### src/rtl/uart_rx_bridge_feeder.sv
// uart_rx_bridge_feeder: 8N1 UART receiver feeding a byte FIFO that drains
// into the USB bridge write port (uart_we / uart_di / uart_wait).
// A byte leaves the FIFO only once the bridge has released uart_wait, so a
// stalled bridge never loses data; bursts are absorbed up to FIFO_DEPTH.
module uart_rx_bridge_feeder #(
    parameter int CLK_HZ     = 48000000,
    parameter int BAUD       = 115200,
    parameter int FIFO_DEPTH = 16
) (
    input  logic                            clk,
    input  logic                            reset,
    input  logic                            uart_rx,
    output logic                            uart_we,
    output logic [7:0]                      uart_di,
    input  logic                            uart_wait,
    output logic [$clog2(FIFO_DEPTH+1)-1:0] fifo_level,
    output logic                            overrun,
    output logic                            framing_err,
    output logic                            rx_busy
);

    localparam int CLKS_PER_BIT = CLK_HZ / BAUD;
    localparam int CNT_W        = $clog2(CLKS_PER_BIT);
    localparam int PTR_W        = $clog2(FIFO_DEPTH);
    localparam int LVL_W        = $clog2(FIFO_DEPTH + 1);

    localparam logic [CNT_W-1:0] CNT_HALF = CNT_W'(CLKS_PER_BIT / 2 - 1);
    localparam logic [CNT_W-1:0] CNT_FULL = CNT_W'(CLKS_PER_BIT - 1);
    localparam logic [LVL_W-1:0] LVL_FULL = LVL_W'(FIFO_DEPTH);

    typedef enum logic [1:0] {RX_IDLE, RX_START, RX_DATA, RX_STOP} rx_state_t;
    typedef enum logic [1:0] {OUT_IDLE, OUT_GUARD, OUT_BUSY} out_state_t;

    logic             sync1_q, sync1_d, sync2_q, sync2_d;
    rx_state_t        rx_state_q, rx_state_d;
    logic [CNT_W-1:0] cnt_q, cnt_d;
    logic [2:0]       bit_q, bit_d;
    logic [7:0]       shift_q, shift_d;
    logic             push_q, push_d;
    logic             framing_err_q, framing_err_d;
    logic [PTR_W-1:0] wr_ptr_q, wr_ptr_d, rd_ptr_q, rd_ptr_d;
    logic [LVL_W-1:0] level_q, level_d;
    logic             overrun_q, overrun_d;
    logic [7:0]       mem_q [FIFO_DEPTH];
    out_state_t       out_state_q, out_state_d;
    logic             uart_we_q, uart_we_d;
    logic [7:0]       uart_di_q, uart_di_d;
    logic             pop;
    logic             push_ok;

    // Two-flop synchronizer; idles high so reset looks like an idle line.
    always_comb begin
        sync1_d = uart_rx;
        sync2_d = sync1_q;
    end

    // RX FSM next-state: start detect, half-bit start check, 8 data bits, stop.
    always_comb begin
        rx_state_d = rx_state_q;
        case (rx_state_q)
            RX_IDLE:  if (!sync2_q) rx_state_d = RX_START;
            RX_START: if (cnt_q == CNT_HALF) rx_state_d = sync2_q ? RX_IDLE : RX_DATA;
            RX_DATA:  if (cnt_q == CNT_FULL && bit_q == 3'd7) rx_state_d = RX_STOP;
            RX_STOP:  if (cnt_q == CNT_FULL) rx_state_d = RX_IDLE;
            default:  rx_state_d = RX_IDLE;
        endcase
    end

    // RX datapath: bit-period counter, bit index, LSB-first shift, push/error flags.
    always_comb begin
        cnt_d         = cnt_q;
        bit_d         = bit_q;
        shift_d       = shift_q;
        push_d        = 1'b0;
        framing_err_d = 1'b0;
        case (rx_state_q)
            RX_IDLE: begin
                cnt_d = '0;
                bit_d = '0;
            end
            RX_START: begin
                cnt_d = (cnt_q == CNT_HALF) ? '0 : cnt_q + CNT_W'(1);
                bit_d = '0;
            end
            RX_DATA: begin
                if (cnt_q == CNT_FULL) begin
                    cnt_d   = '0;
                    shift_d = {sync2_q, shift_q[7:1]};
                    bit_d   = bit_q + 3'd1;
                end else begin
                    cnt_d = cnt_q + CNT_W'(1);
                end
            end
            RX_STOP: begin
                if (cnt_q == CNT_FULL) begin
                    cnt_d         = '0;
                    push_d        = sync2_q;
                    framing_err_d = !sync2_q;
                end else begin
                    cnt_d = cnt_q + CNT_W'(1);
                end
            end
            default: cnt_d = '0;
        endcase
    end

    // FIFO bookkeeping: a pop in the same cycle frees a slot for a push into a full FIFO.
    always_comb begin
        push_ok   = push_q && ((level_q != LVL_FULL) || pop);
        overrun_d = push_q && !push_ok;
        wr_ptr_d  = push_ok ? wr_ptr_q + PTR_W'(1) : wr_ptr_q;
        rd_ptr_d  = pop ? rd_ptr_q + PTR_W'(1) : rd_ptr_q;
        case ({push_ok, pop})
            2'b10:   level_d = level_q + LVL_W'(1);
            2'b01:   level_d = level_q - LVL_W'(1);
            default: level_d = level_q;
        endcase
    end

    // Output FSM next-state: strobe, one guard cycle for the bridge, then wait for release.
    always_comb begin
        out_state_d = out_state_q;
        case (out_state_q)
            OUT_IDLE:  if (level_q != '0 && !uart_wait) out_state_d = OUT_GUARD;
            OUT_GUARD: out_state_d = OUT_BUSY;
            OUT_BUSY:  if (!uart_wait) out_state_d = OUT_IDLE;
            default:   out_state_d = OUT_IDLE;
        endcase
    end

    // Output FSM outputs: head byte presented with the strobe, popped only on release.
    always_comb begin
        uart_we_d = 1'b0;
        uart_di_d = uart_di_q;
        pop       = 1'b0;
        case (out_state_q)
            OUT_IDLE: begin
                if (level_q != '0 && !uart_wait) begin
                    uart_we_d = 1'b1;
                    uart_di_d = mem_q[rd_ptr_q];
                end
            end
            OUT_BUSY: pop = !uart_wait;
            default:  pop = 1'b0;
        endcase
    end

    // Control and output registers; reset returns both FSMs to idle and empties the FIFO.
    always_ff @(posedge clk) begin
        if (reset) begin
            sync1_q       <= 1'b1;
            sync2_q       <= 1'b1;
            rx_state_q    <= RX_IDLE;
            cnt_q         <= '0;
            bit_q         <= '0;
            push_q        <= 1'b0;
            framing_err_q <= 1'b0;
            wr_ptr_q      <= '0;
            rd_ptr_q      <= '0;
            level_q       <= '0;
            overrun_q     <= 1'b0;
            out_state_q   <= OUT_IDLE;
            uart_we_q     <= 1'b0;
            uart_di_q     <= '0;
        end else begin
            sync1_q       <= sync1_d;
            sync2_q       <= sync2_d;
            rx_state_q    <= rx_state_d;
            cnt_q         <= cnt_d;
            bit_q         <= bit_d;
            push_q        <= push_d;
            framing_err_q <= framing_err_d;
            wr_ptr_q      <= wr_ptr_d;
            rd_ptr_q      <= rd_ptr_d;
            level_q       <= level_d;
            overrun_q     <= overrun_d;
            out_state_q   <= out_state_d;
            uart_we_q     <= uart_we_d;
            uart_di_q     <= uart_di_d;
        end
    end

    // Data storage: shift register and FIFO array carry no reset.
    always_ff @(posedge clk) begin
        shift_q <= shift_d;
        if (push_ok) mem_q[wr_ptr_q] <= shift_q;
    end

    assign uart_we     = uart_we_q;
    assign uart_di     = uart_di_q;
    assign fifo_level  = level_q;
    assign overrun     = overrun_q;
    assign framing_err = framing_err_q;
    assign rx_busy     = (rx_state_q != RX_IDLE);

endmodule

### config.mk
export PLATFORM = sky130hd
export DESIGN_NAME = uart_rx_bridge_feeder
export DESIGN_NICKNAME = d
export VERILOG_FILES = /design/src/rtl/uart_rx_bridge_feeder.sv
export SDC_FILE = /design/constraint.sdc
export NUM_CORES = 1
export LEC_CHECK = 0
export BUFFER_PORTS_ARGS = -buffer_cell sky130_fd_sc_hd__buf_2
export CORE_ASPECT_RATIO = 1.2
export CORE_MARGIN = 3
export CORE_UTILIZATION = 66
export DETAILED_ROUTE_END_ITERATION = 10
export GPL_TIMING_DRIVEN = 0
export PLACE_DENSITY = 0.84
export SLEW_MARGIN = 40
export SYNTH_ARGS = -nofsm -noshare
export SYNTH_HDL_FRONTEND = slang
export SYNTH_SLANG_ARGS = --single-unit
### constraint.sdc
create_clock -name clk -period 4.5 [get_ports clk]
set_clock_uncertainty 0.05 [all_clocks]
set_input_delay 0.9 -clock clk [delete_from_list [all_inputs] [get_ports clk]]
set_output_delay 0.9 -clock clk [all_outputs]
set_load 0.01 [all_outputs]
==> impl_results.md, run 1 <==
* Worst Tran Pin Value at 0.826 ns
* Yosys warnings at 0
* FF+latch count, synth at about 180
* Slowest-stage cell, CP: nor3b_4
* Setup violations, final at 0
* # fillers at 627
* Setup Total Neg Slack at 0 ns
* Initial antenna violation count at 0
* Hold_buf cts at 0
* Internal at 0.00256 W
* Wirelength, routed at 14500 µm
* Starting Density at 68.2%
* Worst skew pair latency at 0.42 ns
* Sw power at about 0.00058 W
* R2r worst-path depth at 8
* Worst path bufs/invs at 2
* Final hold vios at 0
* Switching part of the total power at 18.5%
* Hold depth at 1
* Synth Net Count at 502
* HPWL after DPL at between 9000 and 10000 µm
* Design Area, Final at 8070 µm²
* Seq/Total Area, Yosys at 68.6%
* Startpoint types: primary input
* Ys flop type: edfxtp_1
* Power density cells at 390 nW/µm²
* R2R setup slack at 1.83 ns
* Max_slew headroom at 44.7%
* CTS sink cnt at 179
* 1st-pass router iterations at 5
* Avg Inst Size Synth at 14.8 µm²
* Leak at 2.58 nW
* Number of top-level pins at 21
* Number of synthesized flops with an enable pin at 136
* Die H at around 120 µm
* Max cap viols at 0
* Status: finished, final reports clean
* Hold_sp: sync1_q$_SDFF_PP1_
* Cts repair resizes at 0
* Worst Hold Class: reg2reg
* Root buffer cell: clkbuf_16
* Max-slew violations at 0
* Arr. time, crit path at 3.11 ns
* Critical path endpoint category: flip-flop
* Critical path's top delay family: compound AO/OA/AOI/OAI gates
* Fin nets at roughly 540
* CP cell instances: buf_2, nor3b_4, nand2_1, inv_1, ha_1, a21o_1, a21oi_1, mux2i_1, a221oi_1
* FF-to-FF End: fifo_level[4]$_SDFFE_PP0P_
* Tot Pwr at 0.00314 W
* Clock power share at 43.7%
* Comb power frac at 0.4%
* TritonCTS clock tree: yes
* CTS clk-pin slew, worst paths at 0.06 ns
* Core Footprint at 10600 µm²
* Area delta synth->final at 11.8%
* First-pass GRT wire length at around 23000 µm
* Vias per cell at 6.45
* Synthesized cell area at between 7000 and 8000 µm²
* Ys async rst share at 0%
* Post-Synthesis Cells at 486
* Gp weighted congestion at 0.813
* Worst-path maximum fanout at 9
* Vias at 4309
* Count of different cell masters after synthesis at 54
* All-Layer GR Usage at between 20% and 30%
* WS Path Type: in2reg
* RSZ-0062 raised after global routing: no
* Number of global-route vias before repair at 4340
* Max Clock Freq at about 350 MHz
* Placement-stage cell area at 7500 µm²
* Period utilization at 63.0%
* Peak VDD IR at 0.262 mV
* Overflow after GRT at 0
* Fraction of layout cells with a size suffix above 1 at 16.0%
* Worst r2r src: out_state_q[1]$_SDFFE_PP0P_
* Hold_ws at 0.359 ns
* Clk buf depth at 2
* Die span in x at 101 µm
* DRC at 0
* Crit path required time at 4.77 ns
* CP max stage delay at 0.40 ns
* Fin crit period at between 2 and 3 ns
* Detailed Route Iter0 Violations at 429
* Htree depth at 4
* Setup repair bufs after CTS at 0
* TritonCTS buffer count at 17
* Routed length per instance at between 20 and 25 µm
* ANT cells at 0
* Die area at ~12000 µm²
* Util after Layout at 76.3%
* # port buffers at 20
* ANT nets after route at 0
* Core Rows at 41
* WHS Endpoint: sync2_q$_SDFF_PP1_
* Largest net degree at the start of global routing at 18
* Part of the power in registers at between 50% and 60%
-- cells in the final DEF (no fill, tap or decap), types with 11 or more instances in the layout --
cell	instances
nand2_1	11
o22ai_1	30
nor2_1	37
dfxtp_1	43
edfxtp_1	136
clkbuf_1	11
buf_2	33
mux2i_1	64
clkbuf_16	17
ha_1	11
-- logic make-up after synthesis --
group	share of synthesized area, %
muxes	9.51
AOI/OAI and AO/OA	6.52
and+or+nand+nor	9.46
adders and majority gates	2.19
buffers and inverters	1.82
DFF	68.6
xor gates and xnor gates	1.94
-- how the worst max path moves through the flow --
stage,from,to,slack (ns),cells after the start
2_1_floorplan,uart_wait,mem_q[0][0]$_DFFE_PP_,1.63,5
4_1_cts,uart_wait,fifo_level[4]$_SDFFE_PP0P_,1.67,9
6_report,uart_wait,fifo_level[4]$_SDFFE_PP0P_,1.67,9
3_3_place_gp,uart_wait,mem_q[2][0]$_DFFE_PP_,0.79,6
3_5_place_dp,uart_wait,fifo_level[4]$_SDFFE_PP0P_,1.25,9
5_1_grt,uart_wait,fifo_level[4]$_SDFFE_PP0P_,1.42,9
-- synth_stat cells, types with 2 or more instances --
library cell    n  area share (%)
nand4_1         4            0.35
or3_1           3            0.26
clkbuf_1        9            0.47
or3b_2          4            0.49
mux4_2          2            0.62
ha_1           11             1.9
nor2_1         41             2.1
o22ai_1        30             2.6
nand3_1         6            0.42
nand2_1        11            0.57
buf_2          12            0.83
and2_1          2            0.17
nand3b_1        6            0.62
xor2_1          8            0.97
a211oi_1        8            0.83
a31oi_1         2            0.17
or2_2           4            0.35
nand2b_1        6            0.52
a21oi_1         8            0.56
inv_1           7            0.36
mux2i_1        64             8.9
edfxtp_1      136              57
dfxtp_1        43              12
nand4b_1        2            0.24
and4_2          2            0.28
nor4_1          7            0.61
nor2b_1         5            0.43
nor3_1          8            0.56
a311oi_1        2            0.24
a21o_1          2            0.21
xnor2_1         8            0.97
-- metal layers --
layer,GRT usage (%),part of all wire [%],up-vias
li1,-,-,1948
met1,32.3,38,2107
met2,41.6,51,210
met3,6.23,7.3,44
met4,11.6,3.6,0
met5,0,0,-
-- power groups by stage --
stage	logic, W	registers, W	clock network, W
3_5_place_dp	0.0000133	0.00179	0
4_1_cts	0.0000134	0.00176	0.00138
6_report	0.0000135	0.00176	0.00138
3_3_place_gp	0.0000129	0.00179	0
5_1_grt	0.0000145	0.00175	0.00146
2_1_floorplan	0.00000781	0.00179	0
-- sequential cells by signal, summed over array words and instances, names as in the netlist, 2 cells and up, named ones only --
register and count:
rd_ptr_q 4, shift_q 8, mem_q 128, cnt_q 9, bit_q 3, wr_ptr_q 4
fifo_level 5, uart_di 8, out_state_q 2
-- cell type report --
type	instances	area (µm²)	area share [%]
tap	129	161	2.00
buffer	23	105	1.30
timing repair buffer	21	105	1.30
clock inverter	13	118	1.46
sequential	179	4940	61.3
clock buffer	19	433	5.37
multi-input combinational	277	2170	26.9
inverter	7	26.3	0.326
-- metrics by stage --
| step | cells | setup slack [ns] |
|---|---|---|
| 3_5_place_dp | 636 | 1.25 |
| 5_1_grt | 668 | 1.42 |
| 3_3_place_gp | 635 | 0.785 |
| 2_1_floorplan | 486 | 1.63 |
| 6_report | 668 | 1.67 |
| 4_1_cts | 668 | 1.67 |
Note: power is estimated with default switching activity, not from simulation.
==> inputs of run 2 (changes only) <==
CORE_UTILIZATION = 55   (was 66)
PLACE_DENSITY = 0.75   (was 0.84)
clock period = 2.6 ns   (was 4.5 ns; I/O delays follow)
==> impl_results.md, run 2 (synthesis results as in run 1) <==
* CTS sink cnt at 179 (unchanged)
* Top flop regs: mem_q: 128 flops, cnt_q: 9 flops
* Fraction of layout cells with a size suffix above 1 at 17.3% (+1.3 points)
* TritonCTS buffer count at 17 (unchanged)
* Number of global-route vias before repair at 4173 (-3.8%)
* Comb power frac at 0.4% (about the same)
* Most common cell after layout, fill and taps aside: edfxtp_1
* CP max stage delay at 0.58 ns (+0.18 ns)
* Met3 Wirelength at 742 µm (-30%)
* Final std cells w/o fill at 703 (+5.2%)
* Routed length per instance at 19.7 µm (-9.6%)
* ANT cells at 0 (unchanged)
* Setup violations, final at 0 (unchanged)
* Core Footprint at 12700 µm² (+20%)
* Slowest-stage cell, CP: nor2_1
* Overflow after GRT at 0 (unchanged)
* Leak at 2.57 nW (-0.38%)
* Die span in x at 111 µm (+9.0%)
* Largest register FFs at 128 (unchanged)
* CP cell instances: or3b_2, buf_2, a31oi_4, nand2_1, nor2_1
* Critical path endpoint category: flip-flop
* Max Clock Freq at between 300 and 400 MHz
* Peak VDD IR at 0.408 mV (+56%)
* Period utilization at 97.0%
* Die H at 131 µm (+9.1%)
* Max cap viols at 0 (unchanged)
* Initial antenna violation count at 0 (unchanged)
* Die area at 14500 µm² (+19%)
* Clock power share at 42.3% (-1.4 points)
* WS Path Type: reg2reg
* Max_slew headroom at 47.3% (+2.6 points)
* Vias at 4070 (-5.5%)
* Worst Hold Class: in2reg
* Final hold vios at 0 (unchanged)
* Htree depth at 4 (unchanged)
* All-Layer GR Usage at 19.7% (-5.8 points)
* Root buffer cell: clkbuf_16
* Worst skew pair latency at 0.42 ns (about the same)
* Met2 WL post-DR at 7060 µm (-5.0%)
* Sw power at 0.00106 W (+82%)
* Internal at 0.00425 W (+66%)
* Fin crit period at 2.52 ns
* Crit path from: out_state_q[1]$_SDFFE_PP0P_
* Power density cells at 656 nW/µm² (+68%)
* Top routing layer used: met4
* TritonCTS clock tree: yes
* Met1 Wirelength at 5730 µm (+3.8%)
* Worst Tran Pin Value at 0.788 ns (-0.0382 ns)
* First-pass GRT wire length at 22000 µm (-3.7%)
* Most frequent cells in the layout: edfxtp_1, mux2i_1, dfxtp_1
* Worst r2r src: out_state_q[1]$_SDFFE_PP0P_
* CTS clk-pin slew, worst paths at 0.06 ns (about the same)
* FF-to-FF End: mem_q[10][3]$_DFFE_PP_
* R2R setup slack at 0.08 ns (-1.75 ns)
* Setup crit end: mem_q[10][3]$_DFFE_PP_
* Placed cell count at 670 (+5.3%)
* Number of top-level pins at 21 (unchanged)
* Gp weighted congestion at 0.797 (-2.1%)
* Arr. time, crit path at 2.52 ns (-0.59 ns)
* ANT nets after route at 0 (unchanged)
* Crit path required time at 2.60 ns (-2.17 ns)
* Part of the power in registers at 57.2% (+1.4 points)
* # port buffers at 20 (unchanged)
* Status: finished, final reports clean
* DRC at 0 (unchanged)
* Starting Density at 56.7% (-12 points)
* Vias per cell at 5.79 (-10%)
* RSZ-0062 raised after global routing: yes
* Worst-path maximum fanout at 8 (-1)
* 1st-pass router iterations at 4 (-1)
* Largest net degree at the start of global routing at 18 (unchanged)
* Clk buf depth at 2 (unchanged)
* Fin nets at 542 (unchanged)
* HPWL after DPL at 9390 µm (-0.71%)
* Switching part of the total power at 19.9% (+1.4 points)
* Hold_ws at 0.241 ns (-0.118 ns)
* Largest Register: mem_q
* Area delta synth->final at 12.2%
* Startpoint types: flip-flop
* Wirelength, routed at 13800 µm (-4.9%)
* Detailed Route Iter0 Violations at 312 (-27%)
* Core Rows at 45 (+9.8%)
* Max-slew violations at 0 (unchanged)
* R2r worst-path depth at 5 (-3)
* # fillers at 967 (+54%)
-- run 2: cell count changes in the layout (fill, tap and decap cells not counted), moves of 2 or more --
cell / before / now
clkbuf_1: 11 / 9
clkinv_4: 0 / 2
clkinv_1: 6 / 2
bufinv_16: 2 / 0
clkinv_2: 1 / 6
-- run 2: repair_timing --
| item | in CTS | in global routing |
|---|---|---|
| setup buffers | 1 | 0 |
| cloned | 0 | 0 |
| hold endpoints to repair | 0 | 0 |
| endpoints found under the setup margin | 1 | 84 |
| hold buffers | 0 | 0 |
| resized for setup | 0 | 6 |
-- run 2: metrics by stage --
stage | setup TNS (ns) | util (%) | instance area, µm² | setup WS [ns] | power [W]
2_1_floorplan | 0 | - | 7210 | 0.111 | 0.00311
3_3_place_gp | -18.06 | 59.1 | 7520 | -0.584 | 0.00312
3_5_place_dp | -13.74 | 59.2 | 7540 | -0.302 | 0.00312
4_1_cts | 0 | 63.4 | 8060 | 0.0280 | 0.00534
5_1_grt | -1.95 | 63.6 | 8090 | -0.0615 | 0.00546
6_report | 0 | 63.6 | 8090 | 0.0773 | 0.00531
-- run 2: cell type report --
class                      instances  area (µm²)  share of cell area, %
buffer                            23         105                   1.30
clock buffer                      17         425                   5.26
clock inverter                    15        93.8                   1.16
inverter                           7        26.3                  0.325
multi-input combinational        277        2180                   27.0
sequential                       179        4940                   61.1
tap                              164         205                   2.54
timing repair buffer              21         108                   1.33
-- run 2: power by group through the flow --
stage | combinational [W] | sequential [W] | clock, W
2_1_floorplan | 0.0000135 | 0.00310 | 0
3_3_place_gp | 0.0000227 | 0.00310 | 0
3_5_place_dp | 0.0000233 | 0.00310 | 0
4_1_cts | 0.0000234 | 0.00304 | 0.00227
5_1_grt | 0.0000258 | 0.00304 | 0.00240
6_report | 0.0000230 | 0.00304 | 0.00225
-- run 2: worst min path at each step --
| stage | startpoint | endpoint | slack, ns | cells past startpoint |
|---|---|---|---|---|
| 2_1_floorplan | sync1_q$_SDFF_PP1_ | sync2_q$_SDFF_PP1_ | 0.34 | 1 |
| 3_3_place_gp | sync1_q$_SDFF_PP1_ | sync2_q$_SDFF_PP1_ | 0.34 | 1 |
| 3_5_place_dp | sync1_q$_SDFF_PP1_ | sync2_q$_SDFF_PP1_ | 0.35 | 1 |
| 4_1_cts | uart_rx | sync1_q$_SDFF_PP1_ | 0.23 | 2 |
| 5_1_grt | uart_rx | sync1_q$_SDFF_PP1_ | 0.23 | 2 |
| 6_report | uart_rx | sync1_q$_SDFF_PP1_ | 0.24 | 2 |
-- run 2: critical path: cells and delay by family, from the launching register on --
kind | cells | cell delay, ns
AND/OR/NAND/NOR | 3 | 1.25
buffers and inverters | 1 | 0.18
flip-flops | 1 | 0.43
AO/OA/AOI/OAI | 1 | 0.24
-- run 2: per-layer routing --
metal	track usage, %	up-vias
met5	0	-
met2	32.9	108
met3	4.70	21
met4	7.32	0
li1	-	1946
met1	25.1	1995
